**config.mk**
```make
export PLATFORM = sky130hd
export DESIGN_NAME = gpio_slave
export DESIGN_NICKNAME = d
export VERILOG_FILES = /design/src/rtl/gpio_pkg.sv /design/src/rtl/gpio_sync.sv /design/src/rtl/gpio_slave.sv
export SDC_FILE = /design/constraint.sdc
export NUM_CORES = 1
export LEC_CHECK = 0
export ABC_CLOCK_PERIOD_IN_PS = 3790
export CAP_MARGIN = 20
export CORE_MARGIN = 4
export CORE_UTILIZATION = 52
export CTS_CLUSTER_SIZE = 10
export DETAILED_ROUTE_END_ITERATION = 12
export GPL_ROUTABILITY_DRIVEN = 0
export PLACE_DENSITY = 0.85
export SLEW_MARGIN = 15
export SYNTH_ARGS = -nofsm -noshare
export SYNTH_HDL_FRONTEND = slang
export SYNTH_SLANG_ARGS = --single-unit
export TNS_END_PERCENT = 1
```
**constraint.sdc**
```tcl
create_clock -name clk -period 3.79 [get_ports clk]
set_input_delay 0.5685 -clock clk [delete_from_list [all_inputs] [get_ports clk]]
set_output_delay 0.5685 -clock clk [all_outputs]
set_load 0.02 [all_outputs]
```
**src/rtl/gpio_pkg.sv**
```systemverilog
// ============================================================================
// Module   : gpio_pkg
// Purpose  : Shared register offsets and defaults for the GPIO slave.
// Revision : 1.0 - initial release
// ============================================================================
`default_nettype none

package gpio_pkg;

  localparam logic [7:0] GPIO_DATA_OUT = 8'h00;
  localparam logic [7:0] GPIO_DIR      = 8'h04;
  localparam logic [7:0] GPIO_DATA_IN  = 8'h08;
  localparam logic [7:0] GPIO_IRQ_EN   = 8'h0C;
  localparam logic [7:0] GPIO_IRQ_STAT = 8'h10;
  localparam logic [7:0] GPIO_IRQ_EDGE = 8'h14;

  localparam int GPIO_NUM_PINS = 16;

endpackage

`default_nettype wire

```
**src/rtl/gpio_sync.sv**
```systemverilog
// ============================================================================
// Module   : gpio_sync
// Purpose  : Multi-stage flop synchronizer for asynchronous pad inputs.
// Revision : 1.0 - initial release
// ============================================================================
`default_nettype none

module gpio_sync
  import gpio_pkg::*;
#(
  parameter int WIDTH  = GPIO_NUM_PINS,
  parameter int STAGES = 2
) (
  input  logic             clk,
  input  logic             rst_n,
  input  logic [WIDTH-1:0] i_d,
  output logic [WIDTH-1:0] o_q
);

  logic [STAGES-1:0][WIDTH-1:0] r_stage;

  always_ff @(posedge clk) begin
    if (!rst_n) begin
      r_stage <= '0;
    end else begin
      r_stage <= {r_stage[STAGES-2:0], i_d};
    end
  end

  assign o_q = r_stage[STAGES-1];

endmodule

`default_nettype wire

```
**src/rtl/gpio_slave.sv**
```systemverilog
// ============================================================================
// Module   : gpio_slave
// Purpose  : Zero-wait-state memory-mapped GPIO with synchronized inputs and
//            W1C edge interrupts. Define GPIO_BOTH_EDGE_EN for IRQ_EDGE (0x14).
// Revision : 1.0 - initial release
// ============================================================================
`default_nettype none

module gpio_slave
  import gpio_pkg::*;
#(
  parameter int NUM_PINS    = GPIO_NUM_PINS,
  parameter int SYNC_STAGES = 2
) (
  input  logic                clk,
  input  logic                rst_n,
  input  logic                bSel,
  input  logic [7:0]          bAddr,
  input  logic                bWrite,
  input  logic [31:0]         bWData,
  output logic [31:0]         bRData,
  input  logic [NUM_PINS-1:0] gpio_in,
  output logic [NUM_PINS-1:0] gpio_out,
  output logic [NUM_PINS-1:0] gpio_oe,
  output logic                irq
);

  // Edges stay blanked until the synchronizer and edge history have flushed
  // whatever the pins held during reset.
  localparam int                   c_BLANK_W   = $clog2(SYNC_STAGES + 2);
  localparam logic [c_BLANK_W-1:0] c_BLANK_MAX = c_BLANK_W'(SYNC_STAGES + 1);

  logic [NUM_PINS-1:0]  r_data_out;
  logic [NUM_PINS-1:0]  r_dir;
  logic [NUM_PINS-1:0]  r_irq_en;
  logic [NUM_PINS-1:0]  r_irq_stat;
  logic [NUM_PINS-1:0]  r_prev;
  logic [c_BLANK_W-1:0] r_blank_cnt;

  logic [NUM_PINS-1:0]  w_data_in;
  logic [NUM_PINS-1:0]  w_wdata;
  logic [NUM_PINS-1:0]  w_edge;
  logic [NUM_PINS-1:0]  w_set;
  logic [NUM_PINS-1:0]  w_clr;
  logic [NUM_PINS-1:0]  w_rsel;
  logic [7:0]           w_off;
  logic                 w_wr;
  logic                 w_rd;
  logic                 w_unused_ok;

  assign w_off       = {bAddr[7:2], 2'b00};
  assign w_wr        = bSel & bWrite;
  assign w_rd        = bSel & ~bWrite;
  assign w_wdata     = bWData[NUM_PINS-1:0];
  assign w_unused_ok = &{1'b0, bAddr[1:0], bWData};

  gpio_sync #(
    .WIDTH  (NUM_PINS),
    .STAGES (SYNC_STAGES)
  ) u_sync (
    .clk   (clk),
    .rst_n (rst_n),
    .i_d   (gpio_in),
    .o_q   (w_data_in)
  );

`ifdef GPIO_BOTH_EDGE_EN
  logic [NUM_PINS-1:0] r_irq_edge;

  always_ff @(posedge clk) begin
    if (!rst_n) begin
      r_irq_edge <= '0;
    end else if (w_wr && (w_off == GPIO_IRQ_EDGE)) begin
      r_irq_edge <= w_wdata;
    end
  end

  assign w_edge = (w_data_in ^ r_prev) &
                  ((r_irq_edge & ~w_data_in) | (~r_irq_edge & w_data_in));
`else
  assign w_edge = w_data_in & ~r_prev;
`endif

  assign w_set = (r_blank_cnt == c_BLANK_MAX) ? w_edge : '0;
  assign w_clr = (w_wr && (w_off == GPIO_IRQ_STAT)) ? w_wdata : '0;

  always_ff @(posedge clk) begin
    if (!rst_n) begin
      r_data_out  <= '0;
      r_dir       <= '0;
      r_irq_en    <= '0;
      r_irq_stat  <= '0;
      r_prev      <= '0;
      r_blank_cnt <= '0;
    end else begin
      if (w_wr && (w_off == GPIO_DATA_OUT)) r_data_out <= w_wdata;
      if (w_wr && (w_off == GPIO_DIR))      r_dir      <= w_wdata;
      if (w_wr && (w_off == GPIO_IRQ_EN))   r_irq_en   <= w_wdata;
      // A new edge beats a same-cycle clear of that bit.
      r_irq_stat <= (r_irq_stat & ~w_clr) | w_set;
      r_prev     <= w_data_in;
      if (r_blank_cnt != c_BLANK_MAX) r_blank_cnt <= r_blank_cnt + 1'b1;
    end
  end

  always_comb begin
    w_rsel = '0;
    if (w_rd) begin
      case (w_off)
        GPIO_DATA_OUT: w_rsel = r_data_out;
        GPIO_DIR:      w_rsel = r_dir;
        GPIO_DATA_IN:  w_rsel = w_data_in;
        GPIO_IRQ_EN:   w_rsel = r_irq_en;
        GPIO_IRQ_STAT: w_rsel = r_irq_stat;
`ifdef GPIO_BOTH_EDGE_EN
        GPIO_IRQ_EDGE: w_rsel = r_irq_edge;
`endif
        default:       w_rsel = '0;
      endcase
    end
    bRData                 = '0;
    bRData[NUM_PINS-1:0]   = w_rsel;
  end

  assign gpio_out = r_data_out;
  assign gpio_oe  = r_dir;
  assign irq      = |(r_irq_stat & r_irq_en);

endmodule

`default_nettype wire

```
==> Word-level counts from Yosys, hierarchy flattened <==
Cells that the tools add are included.
{ "classes": {"n_bitwise": 9, "addsub": 1, "reduce_logical": 6, "n_eq_ne": 6, "n_mux": 4} }
{ "op_table": {"columns": ["cell", "n"], "rows": [
  ["$pmux W16 S5", 1],
  ["$and A16 B16 Y16", 3],
  ["$mux W16", 3],
  ["$not A16 Y16", 2],
  ["$or A16 B16 Y16", 1],
  ["$reduce_or A16 Y1", 1],
  ["$eq A6 B2 Y1 const B", 2],
  ["$logic_not A8 Y1", 1],
  ["$eq A6 B1 Y1 const B", 1],
  ["$eq A6 B3 Y1 const B", 1],
  ["$logic_and A1 B1 Y1", 4],
  ["$add A2 B1 Y2 const B", 1],
  ["$and A1 B1 Y1", 2],
  ["$eq A2 B2 Y1 const B", 1],
  ["$ne A2 B2 Y1 const B", 1],
  ["$not A1 Y1", 1]
]} }
{ "word_totals": {"word_cells": 34, "reg_bits": 114} }

==> Longest topological paths before layout <==
{ "logic_depth": {"depth_word": 6, "ltp_mapped": 6} }

==> By module <==
A second synthesis with hierarchy kept.
{ "hier_totals": {"hier_cells": 538, "hier_area_um2": 5114.9} }
{ "by_module_without_submodules": {"columns": ["module", "cells_each", "seq_area_each_um2", "instances", "area_per_inst_um2"], "rows": [
  ["gpio_slave", 455, 1641.6, 1, 4098.9],
  ["gpio_sync", 83, 640.6, 1, 1016.0]
]} }

==> Worst setup path before layout <==
OpenSTA, ideal clock, no wires.
{ "synth_path": {"kind": "input to output", "startpoint": "in bAddr[7]", "endpoint": "out bRData[10]", "required_ns": 3.222, "stages": 4, "arrival_time_ns": 2.043, "path_slack_ns": 1.178, "path_buffers": 1, "cell_sequence": "nor4_4 a21oi_1 clkbuf_1 a311oi_1"} }
{ "synth_between": {"elab_chain_cells": 3} }
{ "synth_rtl": {"columns": ["item", "line_no", "text"], "rows": [
  ["from (decl)", "gpio_slave.sv:18", "input logic [7:0] bAddr,"],
  ["$eq A6 B3 Y1, or another cell as far along", "gpio_slave.sv:109", "case (w_off)"],
  ["$pmux W16 S5 (*)", "gpio_slave.sv:109", null],
  ["$mux W16 (*)", "gpio_slave.sv:108", "if (w_rd) begin"],
  ["to (decl)", "gpio_slave.sv:21", "output logic [31:0] bRData,"]
]} }
Mark *: on every way between the ends. The rest lies on a longest branch, timed or not.

==> Final worst setup path <==
{ "layout_path": {"startpoint": "in bAddr[4]", "endpoint": "out bRData[3]"} }
The elaborated chain is that of the path after synthesis.

==> impl_metrics.env <==
export IMPL_status="complete, no violations"
export IMPL_fmax_mhz=275
export IMPL_yosysTopAreaCell="dfxtp_1"
export IMPL_power_frac_seq_pct=39.4
export IMPL_cts_sinks=114
export IMPL_hold_class="flop to flop"
export IMPL_first_pass_iters=5
export IMPL_reg2reg_from="r_blank_cnt[0]"
export IMPL_slew_headroom_pct=44.4
export IMPL_synth_distinct_cells=32
export IMPL_hpwl_mm=9.43
export IMPL_crit_fanout=40
export IMPL_final_cell_mix="dfxtp_1 (114), clkdlybuf4s50_1 (89), a21oi_1 (64), nand4_1 (49)"
export IMPL_ys_seq_elements=114
export IMPL_clock_power_share_pct=53.2
export IMPL_drt_total_wl_mm=16.0
export IMPL_end_kind="output port"
export IMPL_irDropWorstVdd_v=0.000297
export IMPL_comb_power_share_pct=7.3
export IMPL_powerDensity_nw_per_um2=469
export IMPL_avgRoutedWirePerCell_microns=20.6
export IMPL_grt_max_degree=81
export IMPL_cts_root_buffer="clkbuf_8"
export IMPL_cts_tree="done"
export IMPL_fp_dieW_microns=108
export IMPL_cts_buffer_depth=2
export IMPL_tightest_slew_ps=835
export IMPL_dr_first_iter_drc_count=609
export IMPL_synth_area_top_cells="dfxtp_1 (44%), o31ai_1 (6.9%), mux2_2 (6.7%)"
export IMPL_startpoint_type="input port"
export IMPL_synth_top_family_by_area="simple AND/OR/NAND/NOR gates"
export IMPL_synth_simple_area_share_pct=23.1
export IMPL_antennaDiodeCount=0
export IMPL_hold_viol_final=0
export IMPL_skew_ps=5.57
export IMPL_period_share_pct=95.8
export IMPL_slew_violations=0
export IMPL_core_area_sq_um=9770
export IMPL_max_cap_violations=0
export IMPL_p_sw_share_pct=22.2
export IMPL_layout_commonest_cell="dfxtp_1"
export IMPL_antenna_found_initial=0
export IMPL_globalRouteOverflowTotal=0
export IMPL_holdPathStages=1
export IMPL_start_util_pct=53.6
export IMPL_placed_area_sq_um=6090
export IMPL_ant_nets=0
export IMPL_rsz0062_at_grt="false"
export IMPL_min_period_ps=3630
export IMPL_routed_via_count=5047
export IMPL_clkLatencyLatePin_ps=520
export IMPL_numPortBuffers=90
export IMPL_synth_compound_area_share_pct=18.7
export IMPL_worstSetupPathType="input port to output port"
export IMPL_r2r_cells=4
export IMPL_worstHoldStart="u_sync.r_stage[15]"
export IMPL_finalSetupTns_ps=0
export IMPL_nNetsFinal=694
export IMPL_grt_pass1_wl_mm=24.7
export IMPL_clk_pin_slew_worst_paths_ps=60
export IMPL_ys_warn_count=0
export IMPL_fin_area_sq_um=6740
export IMPL_dieArea_sq_um=11700
export IMPL_yosys_mux_area_fraction_pct=6.86
export IMPL_synth_top_area_share_pct=43.6
export IMPL_row_count=36
export IMPL_p_int_uw=2460
export IMPL_drt_vias_per_instance=6.49
export IMPL_worstPathRequired_ps=3220
export IMPL_syn_area_sq_um=5240
export IMPL_switching_power_uw=700
export IMPL_r2r_end="r_irq_stat[9]"
export IMPL_first_global_vias=4810
export IMPL_syn_mean_instance_area_sq_um=9.15
export IMPL_io_pin_count=125
export IMPL_area_growth_pct=28.6
export IMPL_cts_max_level=4
export IMPL_layout_drive_gt1_share_pct=12.1
export IMPL_synthAdderAreaFrac_pct=0.239
export IMPL_reg2reg_setup_slack_ps=2270
export IMPL_cts_inserted_buffers=17
export IMPL_hold_end="u_sync.o_q[15]"
export IMPL_leakagePower_uw=0.00238
export IMPL_synthCells=572
export IMPL_nFillCells=741
export IMPL_yosysSeqAreaShare_pct=43.6
export IMPL_globalRouteTotalUtil_pct=26.8
export IMPL_die_height_microns=108
export IMPL_finalSetupViolCount=0
export IMPL_drc=0
export IMPL_synth_xor_area_share_pct=0.167
export IMPL_crit_arrival_ps=3060
==> sequential cells by signal (all words and copies together) (netlist names) <==
name            count
u_sync.r_stage     16
gpio_out           16
r_prev             16
r_blank_cnt         2
r_irq_stat         16
u_sync.o_q         16
gpio_oe            16
r_irq_en           16
==> per-layer routing <==
metal | part of all wire (%) | up-vias | GRT usage [%]
met5 | 0 | - | 0
met1 | 38 | 2321 | 35.1
met4 | 5.0 | 0 | 14.5
met3 | 12 | 89 | 6.87
li1 | - | 2232 | -
met2 | 45 | 405 | 40.6
==> critical path: stages <==
cell and delay, ps:
clkdlybuf4s50_1 520, nor4_4 380, clkbuf_16 290, nand3_1 120, a311oi_1 480, clkdlybuf4s50_1 690
==> layout make-up <==
class	instances	area, sq um	share of cell area [%]
Tap cell	133	166	2.47
Clock inverter	10	183	2.71
Multi-Input combinational cell	394	2640	39.1
Timing Repair Buffer	104	1020	15.2
Inverter	2	7.51	0.111
Sequential cell	114	2280	33.9
Clock buffer	21	439	6.52
==> synthesized netlist by cell type <==
master,count
o21ai_0,17
a21oi_1,65
nor4_4,2
nor2b_1,17
inv_2,1
dfxtp_1,114
nand4_1,49
mux2i_1,1
and2_1,48
nand4b_1,1
buf_1,1
a311oi_1,16
nor2_1,2
mux2_2,31
buf_6,2
and3b_1,19
and4_1,1
conb_1,1
inv_1,1
a221oi_1,4
buf_4,16
nand3b_1,1
and3_1,1
o31ai_1,48
a22o_1,4
xor2_1,1
nand3_1,47
buf_2,6
ha_1,1
nand2b_1,1
clkbuf_1,52
or4_1,1
==> what timing repair did <==
| item | in CTS | in global routing |
|---|---|---|
| hold buffers | 0 | 0 |
| setup endpoints to repair | 0 | 1 |
| gates resized for setup | 0 | 1 |
| setup buffers | 0 | 1 |
==> per-stage QoR <==
step                worst slack [ps]  cells  power [uW]  utilization, %  hold slack, ps
detailed placement               140    745        1490            62.3             417
CTS                             86.5    776        3150            68.7             429
global route                    68.3    778        3240            68.9             441
finish                           159    778        3160            68.9             428
floorplan                       1180    587        1410               -             412
global placement                 165    745        1480            62.3             418
==> cells by family after synthesis <==
kind of cell | after synthesis
AND/OR/NAND/NOR | 190
AO/OA/AOI/OAI | 154
flip-flops | 114
buffers and inverters | 79
multiplexers | 32
adder cells (fa/ha/maj) | 1
other | 1
XOR/XNOR | 1
==> power by group through the flow <==
stage / clock network (uW) / registers (uW) / logic (uW)
after global placement: 0 / 1270 / 214
final: 1680 / 1250 / 231
after global routing: 1750 / 1250 / 246
after CTS: 1680 / 1240 / 222
after floorplan: 0 / 1260 / 144
after detailed placement: 0 / 1270 / 220
==> worst max-delay path by stage <==
stage | startpoint | end | depth (start not counted)
after detailed placement | bAddr[7] | bRData[4] | 6
after floorplan | bAddr[7] | bRData[10] | 4
after CTS | bAddr[7] | bRData[3] | 6
after global routing | bAddr[4] | bRData[3] | 6
final | bAddr[4] | bRData[3] | 6
after global placement | bAddr[4] | bRData[4] | 5
Power figures use the tool's default switching activity.
